==> config.mk <==
export PLATFORM = sky130hd
export DESIGN_NAME = uart_cmd_interpreter
export DESIGN_NICKNAME = d
export VERILOG_FILES = /design/src/rtl/uart_cmd_interpreter.sv
export SDC_FILE = /design/constraint.sdc
export NUM_CORES = 1
export LEC_CHECK = 0
export ABC_AREA = 1
export BUFFER_PORTS_ARGS = -buffer_cell sky130_fd_sc_hd__buf_2
export CAP_MARGIN = 0
export CORE_AREA = 5 5 125 127
export DETAILED_ROUTE_END_ITERATION = 12
export DIE_AREA = 0 0 130 132
export PLACE_DENSITY_LB_ADDON = 0.25
export SLEW_MARGIN = 20
export SYNTH_ARGS = -nofsm -noshare
export SYNTH_HDL_FRONTEND = slang
export SYNTH_SLANG_ARGS = --single-unit
==> constraint.sdc <==
create_clock -name clk -period 2.27 [get_ports clk]
set_clock_uncertainty 0.15 [all_clocks]
set_input_delay 0.1135 -clock clk [delete_from_list [all_inputs] [get_ports clk]]
set_output_delay 0.1135 -clock clk [all_outputs]
set_load 0.05 [all_outputs]
==> src/rtl/uart_cmd_interpreter.sv <==
// Assembles MSB-first command words from the UART RX FIFO, executes the opcode, replies via TX FIFO.
// Latency: NB byte pops (2 cycles each) + DECODE + execution + one TX byte every 2+ cycles.
// Backpressure: holds while uart_tx_full; RX bytes stay in the FIFO until the FSM is back in IDLE/RX_WAIT.
module uart_cmd_interpreter #(
    parameter int DATA_WIDTH   = 32,
    parameter int PULSE_BITS   = 12,
    parameter int RESET_CYCLES = 4,
    parameter int RX_TIMEOUT   = 250000,
    parameter int ACK_EN       = 1
) (
    input  logic                  clk,
    input  logic                  reset,
    input  logic                  uart_rx_empty,
    input  logic                  uart_tx_full,
    input  logic [7:0]            uart_in,
    output logic                  read_uart,
    output logic                  write_uart,
    output logic [7:0]            uart_out,
    input  logic [DATA_WIDTH-1:0] processor_alu_result,
    input  logic [DATA_WIDTH-1:0] processor_reg_data,
    output logic                  processor_reset,
    output logic [4:0]            processor_reg_number,
    output logic [DATA_WIDTH-1:0] processor_reg_write_data,
    output logic                  processor_reg_write,
    output logic                  clk_enable,
    output logic [PULSE_BITS-1:0] num_pulses,
    output logic                  write_pulse,
    output logic                  busy
);
    localparam int NB = DATA_WIDTH / 8;
    localparam int TW = $clog2(RX_TIMEOUT + 1);
    localparam int RW = $clog2(RESET_CYCLES + 1);
    localparam logic [DATA_WIDTH-1:0] ACK_WORD  = {8'h06, {(DATA_WIDTH-8){1'b0}}};
    localparam logic [DATA_WIDTH-1:0] NACK_WORD = {8'h15, {(DATA_WIDTH-8){1'b0}}};

    typedef enum logic [2:0] {
        IDLE, RX_WAIT, RX_CAPTURE, DECODE, RESET_HOLD, REG_SETUP, TX_SEND
    } state_t;

    state_t                  state;
    logic [DATA_WIDTH-1:0]   word;
    logic [DATA_WIDTH-1:0]   tx_shift;
    logic [3:0]              byte_cnt;
    logic [3:0]              tx_left;
    logic [TW-1:0]           tmo_cnt;
    logic [RW-1:0]           rst_cnt;
    logic                    data_phase;
    logic                    setup_wait;

    assign busy = (state != IDLE);

    always_ff @(posedge clk) begin
        if (reset) begin
            state                    <= IDLE;
            word                     <= '0;
            tx_shift                 <= '0;
            byte_cnt                 <= '0;
            tx_left                  <= '0;
            tmo_cnt                  <= '0;
            rst_cnt                  <= '0;
            data_phase               <= 1'b0;
            setup_wait               <= 1'b0;
            read_uart                <= 1'b0;
            write_uart               <= 1'b0;
            uart_out                 <= '0;
            processor_reset          <= 1'b0;
            processor_reg_number     <= '0;
            processor_reg_write_data <= '0;
            processor_reg_write      <= 1'b0;
            clk_enable               <= 1'b1;
            num_pulses               <= '0;
            write_pulse              <= 1'b0;
        end else begin
            write_pulse         <= 1'b0;
            processor_reg_write <= 1'b0;
            case (state)
                IDLE: if (!uart_rx_empty) state <= RX_WAIT;
                RX_WAIT: begin
                    if (!uart_rx_empty) begin
                        read_uart <= 1'b1;
                        state     <= RX_CAPTURE;
                    end else if (byte_cnt != 0 || data_phase) begin
                        // A stalled partial word (or a missing data word) is dropped silently
                        if (tmo_cnt == TW'(RX_TIMEOUT - 1)) begin
                            byte_cnt   <= '0;
                            data_phase <= 1'b0;
                            tmo_cnt    <= '0;
                            state      <= IDLE;
                        end else begin
                            tmo_cnt <= tmo_cnt + 1'b1;
                        end
                    end
                end
                RX_CAPTURE: begin
                    // First cycle is the pop strobe; the FIFO data is valid on the second
                    if (read_uart) begin
                        read_uart <= 1'b0;
                    end else begin
                        word    <= {word[DATA_WIDTH-9:0], uart_in};
                        tmo_cnt <= '0;
                        if (byte_cnt == 4'(NB - 1)) begin
                            byte_cnt <= '0;
                            state    <= DECODE;
                        end else begin
                            byte_cnt <= byte_cnt + 1'b1;
                            state    <= RX_WAIT;
                        end
                    end
                end
                DECODE: begin
                    tx_shift <= ACK_WORD;
                    tx_left  <= 4'd1;
                    state    <= (ACK_EN != 0) ? TX_SEND : IDLE;
                    if (data_phase) begin
                        data_phase               <= 1'b0;
                        processor_reg_write_data <= word;
                        processor_reg_write      <= 1'b1;
                    end else begin
                        case (word[7:0])
                            8'h01: begin
                                processor_reset <= 1'b1;
                                rst_cnt         <= RW'(RESET_CYCLES - 1);
                                state           <= RESET_HOLD;
                            end
                            8'h02: clk_enable <= 1'b0;
                            8'h03: clk_enable <= 1'b1;
                            8'h04: begin
                                num_pulses  <= word[DATA_WIDTH-1 -: PULSE_BITS];
                                write_pulse <= (word[DATA_WIDTH-1 -: PULSE_BITS] != '0);
                            end
                            8'h05: begin
                                processor_reg_number <= word[12:8];
                                setup_wait           <= 1'b1;
                                state                <= REG_SETUP;
                            end
                            8'h06: begin
                                processor_reg_number <= word[12:8];
                                data_phase           <= 1'b1;
                                state                <= RX_WAIT;
                            end
                            8'h07: begin
                                tx_shift <= processor_alu_result;
                                tx_left  <= 4'(NB);
                                state    <= TX_SEND;
                            end
                            default: begin
                                tx_shift <= NACK_WORD;
                                state    <= TX_SEND;
                            end
                        endcase
                    end
                end
                RESET_HOLD: begin
                    if (rst_cnt == '0) begin
                        processor_reset <= 1'b0;
                        tx_shift        <= ACK_WORD;
                        tx_left         <= 4'd1;
                        state           <= (ACK_EN != 0) ? TX_SEND : IDLE;
                    end else begin
                        rst_cnt <= rst_cnt - 1'b1;
                    end
                end
                REG_SETUP: begin
                    // Register file needs a full cycle after the index changes
                    if (setup_wait) begin
                        setup_wait <= 1'b0;
                    end else begin
                        tx_shift <= processor_reg_data;
                        tx_left  <= 4'(NB);
                        state    <= TX_SEND;
                    end
                end
                TX_SEND: begin
                    if (write_uart) begin
                        write_uart <= 1'b0;
                        if (tx_left == 0) state <= IDLE;
                    end else if (tx_left == 0) begin
                        state <= IDLE;
                    end else if (!uart_tx_full) begin
                        write_uart <= 1'b1;
                        uart_out   <= tx_shift[DATA_WIDTH-1 -: 8];
                        tx_shift   <= tx_shift << 8;
                        tx_left    <= tx_left - 1'b1;
                    end
                end
                default: state <= IDLE;
            endcase
        end
    end
endmodule

; Yosys cells after proc, flatten, opt, wreduce, memory -nomap -nowiden
; Index checks and enable logic that the tools add are counted.
[op_classes]
n_reduce_logical = 32
bitwise = 7
mux = 63
add_sub_neg = 4
eq_ne = 33
[op_table]
columns = operator, n
row1 = $mux 32, 6
row2 = $pmux 32 s4, 1
row3 = $mux 18, 4
row4 = $pmux 32 s2, 1
row5 = $mux 3, 14
row6 = $mux 4, 10
row7 = $pmux 18 s2, 1
row8 = $eq 8x3->1 const B, 4
row9 = $ne 2x2->1 const B, 15
row10 = $pmux 3 s7, 1
row11 = $reduce_and 4->1, 5
row12 = $add 18x1->18 const B, 1
row13 = $eq 18x18->1 const B, 1
row14 = $eq 8x2->1 const B, 2
row15 = $pmux 4 s4, 1
row16 = $mux 1, 15
row17 = $reduce_and 3->1, 4
row18 = $reduce_bool 12->1, 1
row19 = $pmux 1 s2, 5
row20 = $reduce_bool 2->1, 5
row21 = $eq 3x3->1 const B, 3
row22 = $pmux 3 s3, 1
row23 = $eq 8x1->1 const B, 1
row24 = $pmux 4 s2, 1
row25 = other kinds (23), 36
[totals]
regBits = 161
inputBits = 76
word_cells = 158

; Depth between registers and ports, before layout
[logic_depth]
depth_word = 5
ltp_mapped = 12
ltp_nobuf = 12

; Worst setup path after synthesis
; Ideal clock, no wire load.
[synth_path]
kind = register to register
start = reg read_uart
end = reg tmo_cnt[7]
t_required_ps = 2042
synth_period_minus_slack_ps = 1854
setup_slack_ps = 416
path_stages_with_launch = 10
arrival_time_ps = 1626
path_buffers = 1
path_cell_list = dfxtp_1 -> inv_1 -> nand2_2 -> nand2_2 -> inv_2 -> nor2_4 -> nand2_2 -> nand2_1 -> buf_2 -> nor3_1
[synth_via]
elab_chain_cells = 2
[synth_rtl]
columns = element, line_no
row1 = start: declaration, 16  ; output logic read_uart,
row2 = start signal: assignment, 63  ; read_uart <= 1'b0;
row3 = start signal: assignment, 80  ; read_uart <= 1'b1;
row4 = start signal: assignment, 97  ; read_uart <= 1'b0;
row5 = $ne 2x2->1 (no source line), --
row6 = $reduce_and 4->1 (no source line), --
row7 = end signal: assignment, 90  ; tmo_cnt <= tmo_cnt + 1'b1;
row8 = end: declaration, 45  ; logic [TW-1:0] tmo_cnt;
; Every way passes these cells.
; A chain may end at the register's enable or synchronous reset.

; Worst setup path in the final report
[layout_path]
start = reg state[0]
end = reg word[7]
[layout_via]
elab_chain_cells = 2
[layout_rtl]
columns = element, line_no
row1 = start: declaration, 40  ; state_t state;
row2 = start signal: assignment, 113  ; state <= (ACK_EN != 0) ? TX_SEND : IDLE;
row3 = start signal: assignment, 158  ; state <= (ACK_EN != 0) ? TX_SEND : IDLE;
row4 = $eq 3x2->1, 76  ; case (state)
row5 = $reduce_and 2->1 (no source line), --
row6 = end signal: assignment, 99  ; word <= {word[DATA_WIDTH-9:0], uart_in};
row7 = end: declaration, 41  ; logic [DATA_WIDTH-1:0] word;
; Every way passes these cells.

==> summary.txt <==
Hold Path Stages = 4
Area leader, netlist = dfxtp_1
Crit end category = flop
Area growth syn-to-layout = 32.3%
EDFF count, synth = 0
CORE AREA = 0.0143 mm²
Sequential-to-total area share from yosys stat = 0.459
CP Class = reg -> reg
Initial Util = 0.491
Min-Delay Path Class = in -> reg
Final-layout fill cell count = 1249
Die area = 0.0172 mm²
Via count = 7278
Final Hold Viols = 0
Finished Layout Cells = 1357
First drt pass iteration count = 5
Post-synth top cells = 165 x nand2_1, 161 x dfxtp_1, 154 x a21oi_1
Slew Viols, Final = 0
Layout cell share with drive strength beyond 1 = 0.188
Static leakage = 3.87 nW
Ys Warns = 0
Max Fanout on Critical Path = 52
Number of DRC markers in iteration 0 = 590
Final net count = 1243
Max-Cap Viols = 0
Clock transition at path regs = 60 ps
Top_reg_cell synth = dfxtp_1
Global-route wire length before repair = 33500 µm
Syn Nets = 1045
Vias per inst = 5.36
Synthesized instance count = 962
Max Freq = 476 MHz
Relative slew slack = 0.592
Asr flop ratio synth = 0
Setup tns final = 0 ps
Synth unique cells = 37
Dominant cells by area after synthesis = dfxtp_1 46%, a21oi_1 11%, nand2_1 8.8%
CTS tree = yes
Vias in the first global route = 6908
Clock Sinks = 161
Slew @ Worst Pin = 612 ps
Overflow after GRT = 0
Yosys top cell area share = 0.459
HPWL Detailed = 13100 µm
RePlAce Congestion = 0.847
DP Cell Count = 1249
Antenna diodes = 0
GRT Util Overall = 0.239
CP Data Arrival Time = 2310 ps
Post-synthesis register bit count = 161
Chip width = 130 µm
Final setup fails = 0
Clk Latency, worst-skew pair = 420 ps
Top-count cell post-synth = nand2_1
Avg Synthesized Cell Area = 7.30 µm²
Initial antenna violation count = 1
RSZ-0062 raised after global routing = no
Final cycle utilization of the critical path = 0.925
Io pins = 140
Root Buffer = clkbuf_16
Avg WL per Cell = 15.3 µm
Number of H-tree levels = 4
Port bufs = 139
Cell Area, Synth = 0.00702 mm²
Fin crit period = 2100 ps
Drt total wl = 20700 µm
FF-to-FF path depth = 8
Site Rows = 44
Worst VDD drop = 0.725 mV
Crit path launch type = flop
Max Root-Sink Buffers = 2
TritonCTS Buffers = 17
Power Dens Cells = 994 mW/mm²
WP data required = 2480 ps
# DRC = 0
Status = complete, no violations
Die Span Y = 132 µm
ANT nets after route = 0
Largest net degree at the start of global routing = 71
[placed cells by master (no fill, tap or decap), drive strengths merged, types with 2 or more instances in the layout]
cell type	count
ha	7
o21ai	91
clkinvlp	3
nand4	11
clkinv	4
a22o	21
inv	74
bufinv	4
dlygate4sd3	74
or2	2
dfxtp	161
xor2	4
nor2	114
nand3	79
buf	161
nor3	10
a21oi	155
clkbuf	19
nand2	170
[layout make-up]
cell class              count  area, µm²  area share
clock buffers              19        453      0.0488
well taps                 184        230      0.0248
inverters                  72        274      0.0295
clock inverters            13        181      0.0195
repair buffers            235       1640       0.177
flip-flops and latches    161       3220       0.347
multi-input cells         673       3280       0.354
[flip-flops by register name, indices dropped and copies added (netlist names), 3 cells and up]
name / count
processor_reg_number: 5
tx_left: 4
rst_cnt: 3
tmo_cnt: 18
state: 3
word: 32
byte_cnt: 4
processor_reg_write_data: 32
num_pulses: 12
uart_out: 8
tx_shift: 32
[power by group]
group          internal [W]  leakage, nW  total, W  switching [W]
Combinational      0.000891         2.26   0.00254        0.00164
Clock               0.00190        0.310   0.00308        0.00117
Sequential          0.00330         1.30   0.00363       0.000323
Total               0.00610         3.87   0.00924        0.00314
[cells by family after synthesis]
group / share of synthesized area
flops: 0.459
simple gates: 0.237
xor+xnor: 0.00624
buf+inv: 0.0754
compound gates: 0.210
fa+ha+maj: 0.0125
[worst max-delay path: stages, from the launching register on]
cell and delay, ps:
dfxtp_1 400, inv_2 100, nand3_2 130, inv_2 50, nand2_2 70, buf_6 300, o21ai_0 120, dlygate4sd3_1 590
a21oi_1 100
[final timing paths]
kind	startpoint	end	slack (ps)
setup / recovery	state[0]	word[7]	170
hold / removal	uart_tx_full	write_uart	30
setup reg to reg	state[0]	word[7]	170
hold reg to reg	uart_out[4]	uart_out[4]	290
[repair_timing]
| item | 4_1_cts | 5_1_grt |
|---|---|---|
| hold buffers | 74 | 0 |
| setup endpoints to repair | 0 | 14 |
| buffers inserted | 0 | 2 |
| resized for setup | 0 | 8 |
| endpoints found under the hold margin | 49 | 0 |
[metal layers]
layer	vias to the layer above	share of wire	global-route usage
li1	3608	-	-
met1	3368	0.44	0.313
met2	264	0.47	0.382
met3	36	0.070	0.0701
met4	2	0.021	0.0687
met5	-	0.00034	0
[through the flow]
step | worst slack (ps) | hold slack [ps] | total power, W | utilization | cell area [µm²]
final | 171 | 28.9 | 0.00924 | 0.649 | 9290
after global routing | 27.4 | 36.3 | 0.00972 | 0.649 | 9290
after global placement | 237 | 216 | 0.00595 | 0.550 | 7870
after floorplan | 416 | 105 | 0.00537 | - | 7020
after CTS | 75.1 | 10.1 | 0.00916 | 0.646 | 9240
after detailed placement | 141 | 216 | 0.00599 | 0.550 | 7870
Note: power is estimated with default switching activity, not from simulation.
